<file path="src/rtl/mcpu_control_fsm_pkg.sv">
// Shared types for the MCPU control sequencer: state encodings, opcode/funct
// codes, ALU operations, datapath mux selects and the per-state control word.
package mcpu_pkg;

  typedef enum logic [5:0] {
    S_FETCH    = 6'd0,
    S_DECODE   = 6'd1,
    S_EXEC_R   = 6'd2,
    S_RWB_R    = 6'd3,
    S_EXEC_I   = 6'd4,
    S_RWB_I    = 6'd5,
    S_MEM_ADDR = 6'd6,
    S_MEM_RD   = 6'd7,
    S_MEM_WB   = 6'd8,
    S_MEM_WR   = 6'd9,
    S_BRANCH   = 6'd10,
    S_JUMP     = 6'd11,
    S_JR       = 6'd12,
    S_HALT     = 6'd63
  } state_t;

  localparam logic [5:0] OP_RTYPE = 6'h00;
  localparam logic [5:0] OP_J     = 6'h02;
  localparam logic [5:0] OP_JAL   = 6'h03;
  localparam logic [5:0] OP_BEQ   = 6'h04;
  localparam logic [5:0] OP_BNE   = 6'h05;
  localparam logic [5:0] OP_ADDI  = 6'h08;
  localparam logic [5:0] OP_XORI  = 6'h0E;
  localparam logic [5:0] OP_LW    = 6'h23;
  localparam logic [5:0] OP_SW    = 6'h2B;

  localparam logic [5:0] FN_JR  = 6'h08;
  localparam logic [5:0] FN_ADD = 6'h20;
  localparam logic [5:0] FN_SUB = 6'h22;
  localparam logic [5:0] FN_SLT = 6'h2A;

  typedef enum logic [2:0] {
    ALU_ADD = 3'b000,
    ALU_SUB = 3'b001,
    ALU_XOR = 3'b010,
    ALU_SLT = 3'b011
  } aluop_t;

  typedef enum logic [1:0] {SRCA_PC, SRCA_A, SRCA_BEN, SRCA_ZERO} srca_t;
  typedef enum logic [1:0] {SRCB_IMM_SH2, SRCB_IMM, SRCB_B, SRCB_FOUR} srcb_t;
  typedef enum logic [1:0] {PCSRC_BRANCH, PCSRC_JUMP, PCSRC_ALU_OUT, PCSRC_ALU_REG} pcsrc_t;

  typedef struct packed {
    logic   pc_we;
    logic   ir_we;
    logic   a_we;
    logic   b_we;
    logic   ben;
    logic   mem_we;
    logic   reg_we;
    logic   memin;
    logic   dst;
    logic   regin;
    logic   jal;
    srca_t  alusrca;
    srcb_t  alusrcb;
    aluop_t aluop;
    pcsrc_t pcsrc;
  } ctrl_t;

  typedef struct packed {
    state_t next;
    logic   illegal;
    aluop_t aluop;
    logic   is_load;
    logic   is_bne;
    logic   is_jal;
  } decode_t;

  // Moore control word for a state; the BRANCH pc_we is added outside.
  function automatic ctrl_t ctrl_of(input state_t s, input aluop_t op, input logic link);
    ctrl_t c;
    c = '0;
    case (s)
      S_FETCH: begin
        c.ir_we   = 1'b1;
        c.alusrca = SRCA_PC;
        c.alusrcb = SRCB_FOUR;
        c.aluop   = ALU_ADD;
        c.pcsrc   = PCSRC_ALU_OUT;
        c.pc_we   = 1'b1;
      end
      S_DECODE: begin
        c.a_we    = 1'b1;
        c.b_we    = 1'b1;
        c.alusrca = SRCA_PC;
        c.alusrcb = SRCB_IMM_SH2;
        c.aluop   = ALU_ADD;
      end
      S_EXEC_R: begin
        c.alusrca = SRCA_A;
        c.alusrcb = SRCB_B;
        c.aluop   = op;
      end
      S_RWB_R: begin
        c.reg_we = 1'b1;
        c.regin  = 1'b1;
      end
      S_EXEC_I: begin
        c.alusrca = SRCA_A;
        c.alusrcb = SRCB_IMM;
        c.aluop   = op;
      end
      S_RWB_I: begin
        c.reg_we = 1'b1;
        c.dst    = 1'b1;
        c.regin  = 1'b1;
      end
      S_MEM_ADDR: begin
        c.alusrca = SRCA_A;
        c.alusrcb = SRCB_IMM;
        c.aluop   = ALU_ADD;
      end
      S_MEM_RD: c.memin = 1'b1;
      S_MEM_WB: begin
        c.reg_we = 1'b1;
        c.dst    = 1'b1;
      end
      S_MEM_WR: begin
        c.memin  = 1'b1;
        c.mem_we = 1'b1;
      end
      S_BRANCH: begin
        c.ben     = 1'b1;
        c.alusrca = SRCA_A;
        c.alusrcb = SRCB_B;
        c.aluop   = ALU_SUB;
        c.pcsrc   = PCSRC_ALU_REG;
      end
      S_JUMP: begin
        c.pcsrc  = PCSRC_JUMP;
        c.pc_we  = 1'b1;
        c.jal    = link;
        c.reg_we = link;
      end
      // JR relies on the datapath zeroing the immediate so the ALU passes A.
      S_JR: begin
        c.alusrca = SRCA_A;
        c.alusrcb = SRCB_IMM;
        c.aluop   = ALU_ADD;
        c.pcsrc   = PCSRC_ALU_OUT;
        c.pc_we   = 1'b1;
      end
      default: c = '0;
    endcase
    return c;
  endfunction

endpackage

</file>
<file path="src/rtl/mcpu_control_fsm_if.sv">
// Control bundle between the MCPU sequencer (master) and its datapath (slave).
interface mcpu_control_fsm_if #(
  parameter int COUNT_W = 32
);
  logic [5:0]         opcode;
  logic [5:0]         funct;
  logic               zero;
  logic               pc_we;
  logic               ir_we;
  logic               a_we;
  logic               b_we;
  logic               ben;
  logic               mem_we;
  logic               reg_we;
  logic               memin;
  logic               dst;
  logic               regin;
  logic               jal;
  logic [1:0]         alusrca;
  logic [1:0]         alusrcb;
  logic [2:0]         aluop;
  logic [1:0]         pcsrc;
  logic [5:0]         state;
  logic               halted;
  logic [COUNT_W-1:0] instr_count;

  modport master (
    input  opcode, funct, zero,
    output pc_we, ir_we, a_we, b_we, ben, mem_we, reg_we,
           memin, dst, regin, jal, alusrca, alusrcb, aluop, pcsrc,
           state, halted, instr_count
  );

  modport slave (
    output opcode, funct, zero,
    input  pc_we, ir_we, a_we, b_we, ben, mem_we, reg_we,
           memin, dst, regin, jal, alusrca, alusrcb, aluop, pcsrc,
           state, halted, instr_count
  );
endinterface

</file>
<file path="src/rtl/mcpu_control_fsm_decode.sv">
// Opcode/funct decoder choosing the state that follows DECODE, plus the
// per-instruction flags the sequencer needs later in the instruction.
module mcpu_decode
  import mcpu_pkg::*;
(
  input  logic [5:0] opcode,
  input  logic [5:0] funct,
  output decode_t    dec
);

  // Anything not matched below falls through to HALT with illegal set.
  always_comb begin
    dec         = '0;
    dec.next    = S_HALT;
    dec.illegal = 1'b1;
    dec.aluop   = ALU_ADD;
    case (opcode)
      OP_RTYPE: begin
        case (funct)
          FN_ADD: begin dec.next = S_EXEC_R; dec.aluop = ALU_ADD; dec.illegal = 1'b0; end
          FN_SUB: begin dec.next = S_EXEC_R; dec.aluop = ALU_SUB; dec.illegal = 1'b0; end
          FN_SLT: begin dec.next = S_EXEC_R; dec.aluop = ALU_SLT; dec.illegal = 1'b0; end
          FN_JR:  begin dec.next = S_JR;     dec.illegal = 1'b0; end
          default: begin dec.next = S_HALT; dec.illegal = 1'b1; end
        endcase
      end
      OP_ADDI: begin dec.next = S_EXEC_I; dec.aluop = ALU_ADD; dec.illegal = 1'b0; end
      OP_XORI: begin dec.next = S_EXEC_I; dec.aluop = ALU_XOR; dec.illegal = 1'b0; end
      OP_LW:   begin dec.next = S_MEM_ADDR; dec.is_load = 1'b1; dec.illegal = 1'b0; end
      OP_SW:   begin dec.next = S_MEM_ADDR; dec.illegal = 1'b0; end
      OP_BEQ:  begin dec.next = S_BRANCH; dec.illegal = 1'b0; end
      OP_BNE:  begin dec.next = S_BRANCH; dec.is_bne = 1'b1; dec.illegal = 1'b0; end
      OP_J:    begin dec.next = S_JUMP; dec.illegal = 1'b0; end
      OP_JAL:  begin dec.next = S_JUMP; dec.is_jal = 1'b1; dec.illegal = 1'b0; end
      default: begin dec.next = S_HALT; dec.illegal = 1'b1; end
    endcase
  end

endmodule

</file>
<file path="src/rtl/mcpu_control_fsm.sv">
// Multi-cycle MCPU control sequencer: Moore FSM with registered control word,
// retired-instruction counter and sticky halt on illegal instructions.
module mcpu_control_fsm
  import mcpu_pkg::*;
#(
  parameter int COUNT_W = 32
) (
  input  logic                clk,
  input  logic                reset,
  mcpu_control_fsm_if.master  bus
);

  state_t             state;
  ctrl_t              ctrl_q;
  logic               is_load_q;
  logic               is_bne_q;
  logic               halted_q;
  logic [COUNT_W-1:0] count_q;
  decode_t            dec;

  mcpu_decode u_decode (
    .opcode (bus.opcode),
    .funct  (bus.funct),
    .dec    (dec)
  );

  // The control word is computed for the state being entered, so outputs are
  // valid from the edge that enters each state.
  always_ff @(posedge clk or posedge reset) begin
    if (reset) begin
      state     <= S_FETCH;
      ctrl_q    <= ctrl_of(S_FETCH, ALU_ADD, 1'b0);
      is_load_q <= 1'b0;
      is_bne_q  <= 1'b0;
      halted_q  <= 1'b0;
      count_q   <= '0;
    end else begin
      case (state)
        S_FETCH: begin
          state  <= S_DECODE;
          ctrl_q <= ctrl_of(S_DECODE, ALU_ADD, 1'b0);
        end
        S_DECODE: begin
          state     <= dec.next;
          ctrl_q    <= ctrl_of(dec.next, dec.aluop, dec.is_jal);
          is_load_q <= dec.is_load;
          is_bne_q  <= dec.is_bne;
          if (dec.illegal) halted_q <= 1'b1;
        end
        S_EXEC_R: begin
          state  <= S_RWB_R;
          ctrl_q <= ctrl_of(S_RWB_R, ALU_ADD, 1'b0);
        end
        S_EXEC_I: begin
          state  <= S_RWB_I;
          ctrl_q <= ctrl_of(S_RWB_I, ALU_ADD, 1'b0);
        end
        S_MEM_ADDR: begin
          state  <= is_load_q ? S_MEM_RD : S_MEM_WR;
          ctrl_q <= ctrl_of(is_load_q ? S_MEM_RD : S_MEM_WR, ALU_ADD, 1'b0);
        end
        S_MEM_RD: begin
          state  <= S_MEM_WB;
          ctrl_q <= ctrl_of(S_MEM_WB, ALU_ADD, 1'b0);
        end
        S_RWB_R, S_RWB_I, S_MEM_WB, S_MEM_WR, S_BRANCH, S_JUMP, S_JR: begin
          state   <= S_FETCH;
          ctrl_q  <= ctrl_of(S_FETCH, ALU_ADD, 1'b0);
          count_q <= count_q + COUNT_W'(1);
        end
        S_HALT: begin
          state  <= S_HALT;
          ctrl_q <= ctrl_of(S_HALT, ALU_ADD, 1'b0);
        end
        default: begin
          state  <= S_FETCH;
          ctrl_q <= ctrl_of(S_FETCH, ALU_ADD, 1'b0);
        end
      endcase
    end
  end

  // BEQ takes the branch on zero, BNE on not-zero, within the BRANCH cycle.
  assign bus.pc_we       = ctrl_q.pc_we | ((state == S_BRANCH) & (bus.zero ^ is_bne_q));
  assign bus.ir_we       = ctrl_q.ir_we;
  assign bus.a_we        = ctrl_q.a_we;
  assign bus.b_we        = ctrl_q.b_we;
  assign bus.ben         = ctrl_q.ben;
  assign bus.mem_we      = ctrl_q.mem_we;
  assign bus.reg_we      = ctrl_q.reg_we;
  assign bus.memin       = ctrl_q.memin;
  assign bus.dst         = ctrl_q.dst;
  assign bus.regin       = ctrl_q.regin;
  assign bus.jal         = ctrl_q.jal;
  assign bus.alusrca     = ctrl_q.alusrca;
  assign bus.alusrcb     = ctrl_q.alusrcb;
  assign bus.aluop       = ctrl_q.aluop;
  assign bus.pcsrc       = ctrl_q.pcsrc;
  assign bus.state       = state;
  assign bus.halted      = halted_q;
  assign bus.instr_count = count_q;

endmodule

</file>
<file path="src/flat_wrapper.sv">
// flat-port wrapper written by rule: the top's interface ports become plain ports
module mcpu_control_fsm_flat import mcpu_pkg::*;
#(
  parameter int COUNT_W = 32
)
  (clk, reset, bus_opcode, bus_funct, bus_zero, bus_pc_we, bus_ir_we, bus_a_we, bus_b_we, bus_ben, bus_mem_we, bus_reg_we, bus_memin, bus_dst, bus_regin, bus_jal, bus_alusrca, bus_alusrcb, bus_aluop, bus_pcsrc, bus_state, bus_halted, bus_instr_count);
  mcpu_control_fsm_if #(.COUNT_W(COUNT_W)) bus_i ();
  input  logic clk;
  input  logic reset;
  input wire logic [$bits(bus_i.opcode)-1:0] bus_opcode;
  input wire logic [$bits(bus_i.funct)-1:0] bus_funct;
  input wire logic [$bits(bus_i.zero)-1:0] bus_zero;
  output wire logic [$bits(bus_i.pc_we)-1:0] bus_pc_we;
  output wire logic [$bits(bus_i.ir_we)-1:0] bus_ir_we;
  output wire logic [$bits(bus_i.a_we)-1:0] bus_a_we;
  output wire logic [$bits(bus_i.b_we)-1:0] bus_b_we;
  output wire logic [$bits(bus_i.ben)-1:0] bus_ben;
  output wire logic [$bits(bus_i.mem_we)-1:0] bus_mem_we;
  output wire logic [$bits(bus_i.reg_we)-1:0] bus_reg_we;
  output wire logic [$bits(bus_i.memin)-1:0] bus_memin;
  output wire logic [$bits(bus_i.dst)-1:0] bus_dst;
  output wire logic [$bits(bus_i.regin)-1:0] bus_regin;
  output wire logic [$bits(bus_i.jal)-1:0] bus_jal;
  output wire logic [$bits(bus_i.alusrca)-1:0] bus_alusrca;
  output wire logic [$bits(bus_i.alusrcb)-1:0] bus_alusrcb;
  output wire logic [$bits(bus_i.aluop)-1:0] bus_aluop;
  output wire logic [$bits(bus_i.pcsrc)-1:0] bus_pcsrc;
  output wire logic [$bits(bus_i.state)-1:0] bus_state;
  output wire logic [$bits(bus_i.halted)-1:0] bus_halted;
  output wire logic [$bits(bus_i.instr_count)-1:0] bus_instr_count;
  assign bus_i.opcode = bus_opcode;
  assign bus_i.funct = bus_funct;
  assign bus_i.zero = bus_zero;
  assign bus_pc_we = bus_i.pc_we;
  assign bus_ir_we = bus_i.ir_we;
  assign bus_a_we = bus_i.a_we;
  assign bus_b_we = bus_i.b_we;
  assign bus_ben = bus_i.ben;
  assign bus_mem_we = bus_i.mem_we;
  assign bus_reg_we = bus_i.reg_we;
  assign bus_memin = bus_i.memin;
  assign bus_dst = bus_i.dst;
  assign bus_regin = bus_i.regin;
  assign bus_jal = bus_i.jal;
  assign bus_alusrca = bus_i.alusrca;
  assign bus_alusrcb = bus_i.alusrcb;
  assign bus_aluop = bus_i.aluop;
  assign bus_pcsrc = bus_i.pcsrc;
  assign bus_state = bus_i.state;
  assign bus_halted = bus_i.halted;
  assign bus_instr_count = bus_i.instr_count;
  mcpu_control_fsm #(.COUNT_W(COUNT_W)) u_core (.clk(clk), .reset(reset), .bus(bus_i));
endmodule
</file>
<file path="config.mk">
export PLATFORM = sky130hd
export DESIGN_NAME = mcpu_control_fsm_flat
export DESIGN_NICKNAME = d
export VERILOG_FILES = /design/src/rtl/mcpu_control_fsm_pkg.sv /design/src/rtl/mcpu_control_fsm_if.sv /design/src/rtl/mcpu_control_fsm_decode.sv /design/src/rtl/mcpu_control_fsm.sv /design/src/flat_wrapper.sv
export SDC_FILE = /design/constraint.sdc
export NUM_CORES = 1
export LEC_CHECK = 0
export CAP_MARGIN = 10
export CELL_PAD_IN_SITES_DETAIL_PLACEMENT = 1
export CELL_PAD_IN_SITES_GLOBAL_PLACEMENT = 1
export CORE_ASPECT_RATIO = 1.1
export CORE_MARGIN = 2
export CORE_UTILIZATION = 37
export CTS_CLUSTER_SIZE = 40
export DETAILED_ROUTE_END_ITERATION = 6
export HOLD_SLACK_MARGIN = 0.03
export PLACE_DENSITY = 0.82
export SYNTH_ARGS = -nofsm -noshare
export SYNTH_HDL_FRONTEND = slang
export SYNTH_SLANG_ARGS = --single-unit
</file>
<file path="constraint.sdc">
create_clock -name clk -period 2.2 [get_ports clk]
set_input_delay 0.55 -clock clk [delete_from_list [all_inputs] [get_ports clk]]
set_output_delay 0.55 -clock clk [all_outputs]
set_load 0.05 [all_outputs]
</file>
Word-level counts from Yosys, hierarchy flattened
Cells that the tools add are included.

operators by class
  add/sub/neg operators = 1
  $mul = 0
  divide/modulo/power cells = 0
  order comparisons = 0
  equality and inequality tests = 49
  shift-type cells = 0
  muxes and demuxes = 33
  bitwise operators = 3
  reduce and logical (&&, ||, !) cells = 25

operators with widths
  cell                   number
  $pmux 20 s7            1
  $eq 6x4->1 const B     18
  $eq 6x3->1 const B     14
  $eq 6x2->1 const B     8
  $pmux 6 s7             1
  $eq 6x6->1 const B     6
  $pmux 7 s5             1
  $add 32x1->32 const B  1
  $pmux 6 s5             1
  $reduce_or 2->1        13
  $logic_not 6->1        4
  $pmux 6 s4             1
  $mux 1                 19
  $eq 6x1->1 const B     3
  $reduce_or 3->1        6
  $pmux 7 s2             1
  $pmux 2 s3             2
  $reduce_or 7->1        1
  $pmux 3 s2             1
  $mux 2                 2
  $mux 4                 1
  $pmux 2 s2             1
  $pmux 1 s2             1
  $reduce_and 2->1       1
  3 further kinds        3

word-level totals
  register bits after elaboration = 61
  latch bits = 0
  bits in writable memories = 0
  memory bits (read-only) = 0
  input port bits = 15
  logic and storage cells = 131
  memories kept = 0

Logic depth before layout (Yosys ltp)
  word-level depth = 8
  mapped depth = 7
  mapped depth without buffers = 5

By module
A second synthesis with hierarchy kept.

second synthesis, totals
  cell total of the unflattened synthesis = 311
  area total of the unflattened synthesis = 3,119.2 sq um

modules (own cells, without submodules)
  module            instances  cells an instance  area an instance (sq um)  sequential area each (sq um)
  mcpu_control_fsm  1          267                2,845.2                   1,482.7
  mcpu_decode       1          44                 274.0                     0.0

Worst setup path before layout
No wires, ideal clock.

  path kind = register -> output
  from = register u_core.state[1] (netlist: u_core.bus.state[1])
  to = output bus_pc_we
  data arrival time = 1,690 ps
  data required time = 1,650 ps
  setup slack = -40 ps
  stages on the path, launching flop included = 5
  buffers on the path = 1
  cells stage by stage = dfrtp_1 buf_1 nand2_1 nor4_1 a21o_1

between the ends
  word-level cells in the longest chain between the ends = 3

ends and longest elaborated chain
  what                    RTL line                RTL
  start, declared         mcpu_control_fsm.sv:13  state_t state;
  start signal, assigned  mcpu_control_fsm.sv:44  state <= dec.next;
  start signal, assigned  mcpu_control_fsm.sv:59  state <= is_load_q ? S_MEM_RD : S_MEM_WR;
  $eq 6x4->1              mcpu_control_fsm.sv:84  assign bus.pc_we = ctrl_q.pc_we | ((state == S_BRANCH) & (bus.zero ^ is_bne_q));
  $and 1x1->1             mcpu_control_fsm.sv:84
  $or 1x1->1              mcpu_control_fsm.sv:84
  end, declared           flat_wrapper.sv:13      output wire logic [$bits(bus_i.pc_we)-1:0] bus_pc_we;

No other way between the ends.

Final worst setup path
  from = register u_core.count_q[12] (netlist: u_core.bus.instr_count[12])
  to = output bus_instr_count[12]

RTL lines
  what                    RTL line                RTL
  start, declared         mcpu_control_fsm.sv:18  logic [COUNT_W-1:0] count_q;
  start signal, assigned  mcpu_control_fsm.sv:69  count_q <= count_q + COUNT_W'(1);
  end, declared           flat_wrapper.sv:30      output wire logic [$bits(bus_i.instr_count)-1:0] bus_instr_count;

No word-level cell between the ends.

==> impl_metrics.py <==
metrics = {
    "die": {
        "die_height_um": 95.5,
        "rows": 33,
        "die_w_um": 87.2,
        "initial_utilization_pct": 37.9,
        "ios": 74,
        "die_area_sq_um": 8320,
        "coreArea_sq_um": 7430,
    },
    "yosys": {
        "synth_seq_cells": 57,
        "synth-edff-count": 0,
        "ys.flop_type": "dfrtp_1",
        "syn_area_per_cell_sq_um": 10.4,
        "syn_inst": 272,
        "ys_seq_area_share_pct": 50.9,
        "syn-cell-area_sq_um": 2820,
        "ys_types": 49,
        "async_reset_ff_share_pct": 100,
        "yosysWarnings": 0,
    },
    "cells_and_area": {
        "layout.nets": 374,
        "layout_common_cells": "51 x clkdlybuf4s50_1, 50 x dfrtp_1, 35 x buf_4",
        "fin_cells": 450,
        "syn_to_final_growth_pct": 40.0,
        "antenna_cells": 0,
        "drive_gt1_share_pct": 19.3,
        "layout_commonest_cell": "clkdlybuf4s50_1",
    },
    "route": {
        "drt-vias-per-instance": 5.21,
        "drtIter0Drc": 48,
        "wl_per_cell_um": 16.4,
        "drtAntennaViolNets": 0,
        "vias": 2344,
        "drt_pre_antenna_iters": 4,
        "wl_um": 7390,
        "drcViolationCount": 0,
    },
    "pwr": {
        "cellPowerDensity_nw_per_um2": 1120,
        "leakage_nw": 1.80,
        "ir_drop_mv": 0.431,
        "finalPower_mw": 4.42,
    },
    "clock_network": {
        "cts_sinks": 57,
        "tritoncts": "done",
        "max-clock-path-buffers": 2,
        "numCtsBuffers": 9,
        "clkTransAtPathRegs_ps": 70,
        "cts_max_level": 3,
        "clk_latency_ps": 340,
        "cts-root-buf": "clkbuf_8",
    },
    "setup_path": {
        "cp_slowest_stage_delay_ps": 850,
        "cp_max_fo": 5,
        "end_kind": "output pin",
        "path_buf_inv": 1,
        "critPathSlowestCell": "clkdlybuf4s50_1",
        "worst-setup-path-type": "flip-flop to output pin",
        "crit_chain": "clkdlybuf4s50_1",
        "worstPathRequired_ps": 1650,
        "arrival_ps": 1610,
        "crit_path_start_kind": "flip-flop",
        "path_delay_family": "buffers and inverters",
    },
    "sta": {
        "finalMaxSlewViolations": 0,
        "fin_worst_skew_ps": 11.9,
        "tns_ps": 0,
        "whs_ps": 471,
        "tightest_slew_ps": 569,
        "fmax_mhz": 463,
        "grt_setup_unrepaired": "false",
        "finalCritPeriodShare_pct": 98.2,
        "hold_viol": 0,
        "setup_violations": 0,
        "slew_headroom_pct": 62.0,
        "fin_crit_ps": 2160,
        "fin_ws_ps": 40.6,
    },
    "grt": {
        "grt_max_degree": 33,
        "grt_overflow_total": 0,
        "grt_pass1_wl_um": 11800,
        "grt_usage_pct": 18.7,
        "grt_pass1_vias": 2388,
        "antenna_found_initial": 0,
    },
    "placed_design": {
        "dpl.cell_count": 434,
        "gp_congestion": 0.873,
        "dpl.hpwl_um": 5410,
        "place_ws_ps": -132,
        "portBuffers": 71,
    },
    "worst_hold_path": {
        "min-delay-path-class": "flip-flop to flip-flop",
    },
    "status": {
        "status": "complete, no violations",
    },
    "flow_run": {
        "maxCapViolCount": 0,
    },
}
==> final timing paths <==
check	start	to	slack, ps	cells past startpoint
worst min register to register	u_core.bus.instr_count[31]$_DFFE_PP0P_	u_core.bus.instr_count[31]$_DFFE_PP0P_	470	1
worst max register to register	u_core.bus.state[3]$_DFF_PP0_	u_core.bus.instr_count[19]$_DFFE_PP0P_	340	5
worst min-delay path	u_core.bus.instr_count[31]$_DFFE_PP0P_	u_core.bus.instr_count[31]$_DFFE_PP0P_	470	1
max in group asynchronous	reset	u_core.bus.instr_count[13]$_DFFE_PP0P_	1050	3
min in group asynchronous	reset	u_core.bus.mem_we$_DFF_PP0_	590	2
worst max-delay path	u_core.bus.instr_count[12]$_DFFE_PP0P_	bus_instr_count[12]	40	1
==> cells in the mapped netlist, drive strengths merged, types with 2 or more instances <==
master | number | area, sq um
nor2 | 16 | 60.1
nand4 | 8 | 65.1
xor2 | 5 | 43.8
nand2b | 2 | 12.5
o21ai | 8 | 40.0
dfrtp | 52 | 1300
a2111oi | 2 | 42.5
nor2b | 4 | 25.0
o22ai | 4 | 25.0
buf | 17 | 114
a21oi | 4 | 20.0
and3 | 10 | 62.6
o21bai | 2 | 15.0
xnor2 | 31 | 279
clkbuf | 7 | 26.3
and4 | 6 | 52.6
or3 | 2 | 12.5
nand3 | 23 | 120
dfstp | 5 | 131
and2 | 3 | 18.8
a21o | 3 | 22.5
nor3 | 9 | 55.1
nand2 | 27 | 101
inv | 3 | 11.3
a31oi | 2 | 12.5
==> power breakdown <==
group	leakage, nW	total (mW)	internal (mW)	switching, mW
registers	0.753	1.44	1.26	0.174
logic	0.948	2.00	0.690	1.31
clock network	0.103	0.984	0.581	0.402
total	1.80	4.42	2.53	1.88
==> metal layers <==
layer,share of wire (%),vias up,global-route usage [%]
met4,2.2,0,7.95
li1,-,1105,-
met1,40,1173,20.8
met5,0,-,0
met2,54,55,34.5
met3,3.2,11,3.64
==> state kept, by name, indices dropped and copies added, names as in the netlist, 2 cells and up <==
signal / flops
u_core.bus.instr_count: 32
u_core.bus.alusrcb: 2
u_core.bus.state: 5
u_core.bus.aluop: 2
u_core.bus.pcsrc: 2
==> repair_timing <==
action,CTS,global route
hold buffers,0,0
resized for setup,3,9
endpoints found under the setup margin,3,8
setup buffers,0,0
==> through the flow <==
| step | util [%] | area [sq um] |
|---|---|---|
| after floorplan | - | 2820 |
| after global placement | 49.9 | 3710 |
| after detailed placement | 49.9 | 3710 |
| final | 53.0 | 3940 |
| after CTS | 52.7 | 3920 |
| after global routing | 53.0 | 3940 |
==> layout make-up <==
cell class / instances / area [sq um]
fillers: 828 / 3490
flip-flops and latches: 57 / 1440
multi-input cells: 189 / 1250
repair buffers: 98 / 938
clock buffers: 13 / 159
well taps: 87 / 109
clock inverters: 3 / 40.0
inverters: 3 / 11.3
==> cells by family (layout without fill, tap and decap cells) <==
| family | count (synthesis) | in the layout | synth area share (%) |
|---|---|---|---|
| xor+xnor | 36 | 36 | 11.5 |
| compound gates | 33 | 33 | 8.89 |
| flops | 57 | 57 | 50.9 |
| mux | 1 | 1 | 0.400 |
| other cells | 1 | 2 | 0.133 |
| simple gates | 116 | 116 | 22.4 |
| fa+ha+maj | 1 | 1 | 0.444 |
| buf+inv | 27 | 117 | 5.38 |
Note: power is estimated with default switching activity, not from simulation.
